### config.mk
export PLATFORM = sky130hd
export DESIGN_NAME = axi_default_slave_flat
export DESIGN_NICKNAME = d
export VERILOG_FILES = /design/src/rtl/axi_default_slave_pkg.sv /design/src/rtl/axi_default_slave_if.sv /design/src/rtl/axi_default_slave.sv /design/src/flat_wrapper.sv
export SDC_FILE = /design/constraint.sdc
export NUM_CORES = 1
export LEC_CHECK = 0
export ABC_AREA = 1
export ABC_CLOCK_PERIOD_IN_PS = 3300
export CAP_MARGIN = 20
export CORE_UTILIZATION = 39
export CTS_CLUSTER_DIAMETER = 60
export DETAILED_ROUTE_END_ITERATION = 8
export PLACE_DENSITY_LB_ADDON = 0.08
export SYNTH_ARGS = -nofsm -noshare
export SYNTH_HDL_FRONTEND = slang
export SYNTH_SLANG_ARGS = --single-unit
### constraint.sdc
create_clock -name ACLK -period 3.3 [get_ports ACLK]
set_clock_uncertainty 0.2 [all_clocks]
set_input_delay 0.495 -clock ACLK [delete_from_list [all_inputs] [get_ports ACLK]]
set_output_delay 0.495 -clock ACLK [all_outputs]
set_load 0.01 [all_outputs]
### src/rtl/axi_default_slave_pkg.sv
// Shared AXI definitions for the default (decode-error) slave: response
// codes, field-width defaults and the read/write FSM state types.
package axi_default_slave_pkg;

  localparam int AXI_IDS_BITS  = 8;
  localparam int AXI_DATA_BITS = 32;
  localparam int AXI_LEN_BITS  = 4;

  localparam logic [1:0] RESP_OKAY   = 2'b00;
  localparam logic [1:0] RESP_DECERR = 2'b11;

  typedef enum logic [0:0] {
    R_IDLE = 1'b0,
    R_DATA = 1'b1
  } rd_state_t;

  typedef enum logic [1:0] {
    W_IDLE = 2'b00,
    W_DATA = 2'b01,
    W_RESP = 2'b10
  } wr_state_t;

endpackage

### src/rtl/axi_default_slave_if.sv
// AXI subset seen by the default slave: AR/R and AW/W/B handshakes, IDs,
// burst length and WLAST. Address, size, burst type and write data are not
// carried because the route is already decoded and the data is discarded.
interface axi_default_slave_if
  import axi_default_slave_pkg::*;
#(
  parameter int IDW = AXI_IDS_BITS,
  parameter int DW  = AXI_DATA_BITS,
  parameter int LW  = AXI_LEN_BITS
) ();

  logic [IDW-1:0] ARID;
  logic [LW-1:0]  ARLEN;
  logic           ARVALID;
  logic           ARREADY;

  logic [IDW-1:0] RID;
  logic [DW-1:0]  RDATA;
  logic [1:0]     RRESP;
  logic           RLAST;
  logic           RVALID;
  logic           RREADY;

  logic [IDW-1:0] AWID;
  logic           AWVALID;
  logic           AWREADY;

  logic           WLAST;
  logic           WVALID;
  logic           WREADY;

  logic [IDW-1:0] BID;
  logic [1:0]     BRESP;
  logic           BVALID;
  logic           BREADY;

  modport slave (
    input  ARID, ARLEN, ARVALID,
    output ARREADY,
    output RID, RDATA, RRESP, RLAST, RVALID,
    input  RREADY,
    input  AWID, AWVALID,
    output AWREADY,
    input  WLAST, WVALID,
    output WREADY,
    output BID, BRESP, BVALID,
    input  BREADY
  );

  modport master (
    output ARID, ARLEN, ARVALID,
    input  ARREADY,
    input  RID, RDATA, RRESP, RLAST, RVALID,
    output RREADY,
    output AWID, AWVALID,
    input  AWREADY,
    output WLAST, WVALID,
    input  WREADY,
    input  BID, BRESP, BVALID,
    output BREADY
  );

endinterface

### src/rtl/axi_default_slave.sv
// Default slave for the AXI crossbar. Terminates every unmapped read and
// write with full handshakes and DECERR responses so the bus never hangs.
// Read and write sides are independent FSMs; all outputs come from
// registers or state decode, with no input-to-output combinational path.
module axi_default_slave
  import axi_default_slave_pkg::*;
#(
  parameter int IDW = AXI_IDS_BITS,
  parameter int DW  = AXI_DATA_BITS,
  parameter int LW  = AXI_LEN_BITS
) (
  input logic               ACLK,
  input logic               ARESETn,
  axi_default_slave_if.slave s
);

  rd_state_t      r_rd_state;
  logic [IDW-1:0] r_rid;
  logic [LW-1:0]  r_rlen;
  logic [LW-1:0]  r_cnt;

  wr_state_t      r_wr_state;
  logic [IDW-1:0] r_bid;

  logic w_rlast;
  assign w_rlast = (r_rd_state == R_DATA) && (r_cnt == r_rlen);

  // Read FSM: accept one AR, then stream LEN+1 zero beats with DECERR.
  always_ff @(posedge ACLK) begin
    if (!ARESETn) begin
      r_rd_state <= R_IDLE;
      r_rid      <= '0;
      r_rlen     <= '0;
      r_cnt      <= '0;
    end else begin
      case (r_rd_state)
        R_IDLE: begin
          if (s.ARVALID) begin
            r_rid      <= s.ARID;
            r_rlen     <= s.ARLEN;
            r_cnt      <= '0;
            r_rd_state <= R_DATA;
          end
        end
        R_DATA: begin
          if (s.RREADY) begin
            // The last beat returns to idle without stepping cnt, so a
            // 16-beat burst never wraps the LW-bit counter.
            if (w_rlast) r_rd_state <= R_IDLE;
            else         r_cnt      <= r_cnt + LW'(1);
          end
        end
        default: r_rd_state <= R_IDLE;
      endcase
    end
  end

  // Write FSM: accept AW, sink W beats until WLAST, then hold B until taken.
  always_ff @(posedge ACLK) begin
    if (!ARESETn) begin
      r_wr_state <= W_IDLE;
      r_bid      <= '0;
    end else begin
      case (r_wr_state)
        W_IDLE: begin
          if (s.AWVALID) begin
            r_bid      <= s.AWID;
            r_wr_state <= W_DATA;
          end
        end
        W_DATA: begin
          if (s.WVALID && s.WLAST) r_wr_state <= W_RESP;
        end
        W_RESP: begin
          if (s.BREADY) r_wr_state <= W_IDLE;
        end
        default: r_wr_state <= W_IDLE;
      endcase
    end
  end

  assign s.ARREADY = (r_rd_state == R_IDLE);
  assign s.RVALID  = (r_rd_state == R_DATA);
  assign s.RLAST   = w_rlast;
  assign s.RID     = r_rid;
  assign s.RDATA   = {DW{1'b0}};
  assign s.RRESP   = RESP_DECERR;

  assign s.AWREADY = (r_wr_state == W_IDLE);
  assign s.WREADY  = (r_wr_state == W_DATA);
  assign s.BVALID  = (r_wr_state == W_RESP);
  assign s.BID     = r_bid;
  assign s.BRESP   = RESP_DECERR;

endmodule
### src/flat_wrapper.sv
// flat-port wrapper written by rule: the top's interface ports become plain ports
module axi_default_slave_flat import axi_default_slave_pkg::*;
#(
  parameter int IDW = AXI_IDS_BITS,
  parameter int DW  = AXI_DATA_BITS,
  parameter int LW  = AXI_LEN_BITS
)
  (ACLK, ARESETn, s_ARID, s_ARLEN, s_ARVALID, s_ARREADY, s_RID, s_RDATA, s_RRESP, s_RLAST, s_RVALID, s_RREADY, s_AWID, s_AWVALID, s_AWREADY, s_WLAST, s_WVALID, s_WREADY, s_BID, s_BRESP, s_BVALID, s_BREADY);
  axi_default_slave_if #(.IDW(IDW), .DW(DW), .LW(LW)) s_i ();
  input logic ACLK;
  input logic ARESETn;
  input wire logic [$bits(s_i.ARID)-1:0] s_ARID;
  input wire logic [$bits(s_i.ARLEN)-1:0] s_ARLEN;
  input wire logic [$bits(s_i.ARVALID)-1:0] s_ARVALID;
  output wire logic [$bits(s_i.ARREADY)-1:0] s_ARREADY;
  output wire logic [$bits(s_i.RID)-1:0] s_RID;
  output wire logic [$bits(s_i.RDATA)-1:0] s_RDATA;
  output wire logic [$bits(s_i.RRESP)-1:0] s_RRESP;
  output wire logic [$bits(s_i.RLAST)-1:0] s_RLAST;
  output wire logic [$bits(s_i.RVALID)-1:0] s_RVALID;
  input wire logic [$bits(s_i.RREADY)-1:0] s_RREADY;
  input wire logic [$bits(s_i.AWID)-1:0] s_AWID;
  input wire logic [$bits(s_i.AWVALID)-1:0] s_AWVALID;
  output wire logic [$bits(s_i.AWREADY)-1:0] s_AWREADY;
  input wire logic [$bits(s_i.WLAST)-1:0] s_WLAST;
  input wire logic [$bits(s_i.WVALID)-1:0] s_WVALID;
  output wire logic [$bits(s_i.WREADY)-1:0] s_WREADY;
  output wire logic [$bits(s_i.BID)-1:0] s_BID;
  output wire logic [$bits(s_i.BRESP)-1:0] s_BRESP;
  output wire logic [$bits(s_i.BVALID)-1:0] s_BVALID;
  input wire logic [$bits(s_i.BREADY)-1:0] s_BREADY;
  assign s_i.ARID = s_ARID;
  assign s_i.ARLEN = s_ARLEN;
  assign s_i.ARVALID = s_ARVALID;
  assign s_ARREADY = s_i.ARREADY;
  assign s_RID = s_i.RID;
  assign s_RDATA = s_i.RDATA;
  assign s_RRESP = s_i.RRESP;
  assign s_RLAST = s_i.RLAST;
  assign s_RVALID = s_i.RVALID;
  assign s_i.RREADY = s_RREADY;
  assign s_i.AWID = s_AWID;
  assign s_i.AWVALID = s_AWVALID;
  assign s_AWREADY = s_i.AWREADY;
  assign s_i.WLAST = s_WLAST;
  assign s_i.WVALID = s_WVALID;
  assign s_WREADY = s_i.WREADY;
  assign s_BID = s_i.BID;
  assign s_BRESP = s_i.BRESP;
  assign s_BVALID = s_i.BVALID;
  assign s_i.BREADY = s_BREADY;
  axi_default_slave #(.IDW(IDW), .DW(DW), .LW(LW)) u_core (.ACLK(ACLK), .ARESETn(ARESETn), .s(s_i));
endmodule
==> impl_metrics.yaml, run 1 <==
outcome:
  status: "complete, no violations"
sta:
  maxSlewViolCount: 0
  setup_viol: 0
  slew_headroom_pct: 53.0
  fin_crit_ns: 2.50
  hold_viol_final: 0
  tightestPinTransition_ns: 0.703
  final.setup.tns_ns: 0
  finalCritPeriodShare_pct: 75.8
  grt_setup_unrepaired: "no"
  max_freq_ghz: 0.400
  final.hold.worst_slack_ns: 0.281
synthesis:
  yosysSeqAreaShare_pct: 38.9
  synth_area_leaders: "dfxtp_1, buf_4, nor2_1"
  syn-cell-area_mm2: 0.00139
  yosys-top-cells-count: "buf_4, nor2_1, dfxtp_1"
  synth-seq-cells: 27
  avgSynthCellArea_um2: 7.32
  ys_types: 23
  netlist.area_leader.share_pct: 38.9
  synth_area_leader_cell: "dfxtp_1"
  async_reset_ff_share_pct: 0
  synth_edf_count: 0
  yosys_warnings: 0
  synth_cells: 190
  synth_flop_cell: "dfxtp_1"
pwr:
  swShare_pct: 29.8
  seq_power_share_pct: 52.5
  switching_power_w: 0.000209
  power_w: 0.000702
  p_comb_share_pct: 27.5
  total_leakage_power_nw: 0.798
  power.density_mw_per_mm2: 389
  clkPwrFrac_pct: 20.0
  max-vdd-ir-drop_v: 0.000201
  intPower_w: 0.000493
clock_tree:
  cts_buffer_depth: 2
  ctsHoldBuffers: 0
  cts_sinks: 27
  cts_tree: "built"
  cts.reportedPaths.clkPinSlew_ns: 0.14
  post_cts_resized: 0
  cts_setup_buffers: 0
  insertion_delay_ns: 0.31
  root_buffer: "clkbuf_4"
  htreeDepth: 1
  numCtsBuffers: 3
flow_run:
  drv_cap: 0
detailed_routing:
  vias_per_cell: 4.09
  wire_per_inst_um: 9.15
  dr.pass1.iters: 4
  via_count: 1158
  drtAntennaViolNets: 0
  drc: 0
  drt_first_iter_violations: 37
  finalWirelength_mm: 2.59
global_routing:
  grt_max_degree: 25
  antenna_found_initial: 0
  track_usage_pct: 14.3
  first_global_vias: 935
  grt_first_pass_wirelength_mm: 4.01
  overflow: 0
hold_path:
  hold_path_class: "register to register"
critical_path:
  worstPathArrival_ns: 1.81
  path_class: "register to output port"
  cp_max_fo: 5
  critPathCaptureType: "output port"
  worst_path_max_delay_cell: "clkdlybuf4s50_1"
  path_cells: "inv_1 -> nand2_1 -> nand2_1 -> nor2_2 -> nand2_2 -> nor2_2 -> clkdlybuf4s50_1"
  required_ns: 2.60
  slowest_delay_ns: 0.54
  cp-start-kind: "register"
layout:
  areaGrowthSynthToFinish_pct: 29.9
  layout.core_utilization_pct: 53.7
  drive_above_1_share_pct: 4.64
  fin_nets: 267
  num_antenna_cells: 0
floorplanning:
  dieArea_mm2: 0.00381
  ios: 86
  rows: 21
  coreArea_mm2: 0.00336
  die_h_um: 61.7
  dieWidth_um: 61.7
  initial_core_util_pct: 41.3
placed_design:
  hpwl_mm: 1.98
  numPortBuffers: 49
  gp_congestion: 0.713
-- power groups by stage --
| stage | sequential [W] | combinational, W | clock (W) |
|---|---|---|---|
| 6_report | 0.000368 | 0.000193 | 0.000141 |
| 5_1_grt | 0.000373 | 0.000217 | 0.000161 |
| 4_1_cts | 0.000369 | 0.000195 | 0.000150 |
| 3_5_place_dp | 0.000376 | 0.000194 | 0 |
| 3_3_place_gp | 0.000376 | 0.000194 | 0 |
| 2_1_floorplan | 0.000383 | 0.000122 | 0 |
-- kinds of logic after synthesis --
| group | after synthesis | synth area share [%] |
|---|---|---|
| AO/OA/AOI/OAI | 32 | 12.7 |
| XOR/XNOR | 2 | 1.26 |
| adder cells (fa/ha/maj) | 1 | 0.900 |
| buffers and inverters | 58 | 25.6 |
| flip-flops | 27 | 38.9 |
| other | 2 | 0.540 |
| AND/OR/NAND/NOR | 68 | 20.2 |
-- worst paths after layout --
kind / end / startpoint / slack (ns) / cells past startpoint
worst min register to register: u_core.r_rlen[3]$_SDFFE_PN0P_ / u_core.r_rlen[3]$_SDFFE_PN0P_ / 0.28 / 2
worst max register to register: u_core.s.RID[3]$_SDFFE_PN0P_ / u_core.s.RVALID$_SDFF_PN0_ / 1.53 / 5
worst max-delay path: s_RLAST / u_core.r_cnt[0]$_SDFFE_PN0P_ / 0.80 / 7
worst min-delay path: u_core.r_rlen[3]$_SDFFE_PN0P_ / u_core.r_rlen[3]$_SDFFE_PN0P_ / 0.28 / 2
-- routing by layer --
layer | part of all wire, % | GRT usage, % | routed length [µm]
met3 | 8.1 | 4.14 | 211
met4 | 0.77 | 5.71 | 20
met1 | 48 | 20.0 | 1240
met2 | 43 | 20.7 | 1120
met5 | 0 | 0 | 0
-- layout make-up --
type	count	area, µm²
well taps	46	57.6
fillers	352	1560
inverters	18	67.6
clock buffers	3	22.5
multi-input cells	139	622
flip-flops and latches	27	541
repair buffers	49	490
clock inverters	1	5.00
-- worst max-delay path, delay by kind of cell (launching register included) --
kind | cells | cell delay (ns)
and+or+nand+nor | 5 | 0.44
DFF | 1 | 0.44
buffers and inverters | 2 | 0.62
-- placed cells by master, fill, tap and decap left out --
master / count
nand2_4: 1
nor2_1: 36
xor2_1: 1
inv_1: 17
clkdlybuf4s50_1: 49
nor2_2: 3
o21ai_0: 20
ha_1: 1
nand2_2: 1
xnor2_1: 1
clkinv_1: 1
clkinv_2: 1
dfxtp_1: 27
a211oi_1: 1
clkbuf_4: 3
o211ai_2: 1
nand3_1: 6
a21oi_1: 8
o21a_1: 1
nand2_1: 21
conb_1: 36
a21oi_2: 1
-- stage by stage --
stage	setup slack (ns)	instance area, µm²	std cells
after floorplan	1.74	1520	224
after global placement	1.10	1780	279
after detailed placement	1.10	1780	279
after CTS	0.771	1810	283
after global routing	0.616	1810	283
final	0.799	1810	283
-- state kept, by name, summed over array words and instances (netlist names) --
name and cells:
u_core.r_cnt 4, u_core.r_rlen 4, u_core.r_wr_state 2, u_core.s.RID 8, u_core.s.BID 8, u_core.s.RVALID 1
Note: power is estimated with default switching activity, not from simulation.
==> run 2: changes to the inputs <==
Settings changed: ABC_CLOCK_PERIOD_IN_PS 3300 to 2480, CORE_UTILIZATION 39 to 37.
Clock period 3.3 ns to 2.48 ns, I/O delays scaled along.
==> run 2 against run 1 <==
Effect of this change:
- clock power rose by 76%
- flip-flop and latch count unchanged
- cell count up 0.71%
- utilization is 0.69 points lower
- sequential share of layout area is 0.53 points lower
- non-clock buffer count increased by 2
- global-route usage shrank 0.11 points
- power up 42%
- die area up 5.2%
- cell area rose by 1.8%
- largest cell class unchanged
==> impl_metrics.yaml, run 2 (same netlist as run 1, synthesis figures left out) <==
clock_tree:
  cts_buffer_depth: 2
  insertion_delay_ns: 0.27
  cts_tree: "built"
  cts_setup_buffers: 0
  root_buffer: "clkbuf_8"
  ctsHoldBuffers: 0
  htreeDepth: 1
  numCtsBuffers: 3
  cts.reportedPaths.clkPinSlew_ns: 0.09
  post_cts_resized: 0
  cts_sinks: 27
placed_design:
  hpwl_mm: 2.08
  numPortBuffers: 49
  post_dp_cell_area_mm2: 0.00179
  place_inst: 281
  gp_congestion: 0.845
sta:
  setup_viol: 0
  maxSlewViolCount: 0
  grt_setup_unrepaired: "no"
  finalCritPeriodShare_pct: 92.6
  fin_crit_ns: 2.30
  max_freq_ghz: 0.436
  final.setup.tns_ns: 0
  hold_viol_final: 0
critical_path:
  required_ns: 1.91
  cp_max_fo: 5
  cp-start-kind: "register"
  path_class: "register to output port"
  worstPathArrival_ns: 1.72
  critPathCaptureType: "output port"
detailed_routing:
  wire_per_inst_um: 9.28
  drc: 0
  drt_first_iter_violations: 67
  finalWirelength_mm: 2.64
  via_count: 1176
  vias_per_cell: 4.13
  dr.pass1.iters: 4
  drtAntennaViolNets: 0
global_routing:
  grt_max_degree: 15
  overflow: 0
  antenna_found_initial: 0
  first_global_vias: 1017
  grt_first_pass_wirelength_mm: 4.49
  track_usage_pct: 14.2
pwr:
  power_w: 0.000998
  total_leakage_power_nw: 0.813
  max-vdd-ir-drop_v: 0.000230
  power.density_mw_per_mm2: 543
layout:
  most-common-layout-cells: "clkdlybuf4s50_1, nor2_1, conb_1"
  layout_commonest_cell: "clkdlybuf4s50_1"
  areaGrowthSynthToFinish_pct: 32.2
  layout.core_utilization_pct: 53.0
  drive_above_1_share_pct: 5.02
  fin_nets: 269
  stdcell_count: 285
  fin_area_mm2: 0.00184
  num_antenna_cells: 0
floorplanning:
  coreArea_mm2: 0.00347
  rows: 21
  die_h_um: 63.3
  dieWidth_um: 63.3
  initial_core_util_pct: 40.1
  dieArea_mm2: 0.00401
  ios: 86
flow_run:
  drv_cap: 0
hold_path:
  hold_path_class: "register to register"
outcome:
  status: "complete, no violations"
-- run 2: changes by cell type in the layout (fill, tap and decap cells not counted), sizes merged --
cell	change
buf	+2
clkbuf	+1
clkinv	-1
-- run 2: power breakdown --
part,internal (W),switching (W)
registers,0.000469,0.0000198
clock network,0.000115,0.000133
logic,0.000129,0.000132
total,0.000713,0.000285
-- run 2: stage by stage --
| step | hold slack [ns] | setup WS, ns |
|---|---|---|
| after floorplan | 0.243 | 1.05 |
| after global placement | 0.262 | 0.522 |
| after detailed placement | 0.265 | 0.489 |
| after CTS | 0.282 | 0.178 |
| after global routing | 0.310 | 0.0289 |
| final | 0.278 | 0.185 |
-- run 2: path summary, 6_finish.rpt --
kind	slack, ns	to	start	cells after the start
worst min-delay path	0.28	u_core.r_rlen[3]$_SDFFE_PN0P_	u_core.r_rlen[3]$_SDFFE_PN0P_	2
worst max-delay path	0.18	s_RLAST	u_core.r_cnt[0]$_SDFFE_PN0P_	7
worst min register to register	0.28	u_core.r_rlen[3]$_SDFFE_PN0P_	u_core.r_rlen[3]$_SDFFE_PN0P_	2
worst max register to register	0.93	u_core.r_cnt[2]$_SDFFE_PN0P_	u_core.s.RVALID$_SDFF_PN0_	6
-- run 2: worst max-delay path: stages (launching register included) --
cell,delay (ns)
dfxtp_1,0.41
inv_1,0.08
nand2_1,0.06
nand2_1,0.05
nor2_2,0.09
nand2_2,0.11
nor2_2,0.11
clkdlybuf4s50_1,0.54
-- run 2: per-layer routing --
layer | track usage, % | share of wire [%] | wire (µm)
met1 | 16.6 | 46 | 1210
met2 | 24.5 | 46 | 1220
met3 | 3.08 | 6.4 | 168
met4 | 6.82 | 1.8 | 47
met5 | 0 | 0 | 0
-- run 2: final cells by class --
class / count / area (µm²)
Inverter: 18 / 67.6
Sequential cell: 27 / 541
Tap cell: 46 / 57.6
Clock buffer: 4 / 45.0
Fill cell: 387 / 1630
Timing Repair Buffer: 51 / 505
Multi-Input combinational cell: 139 / 622
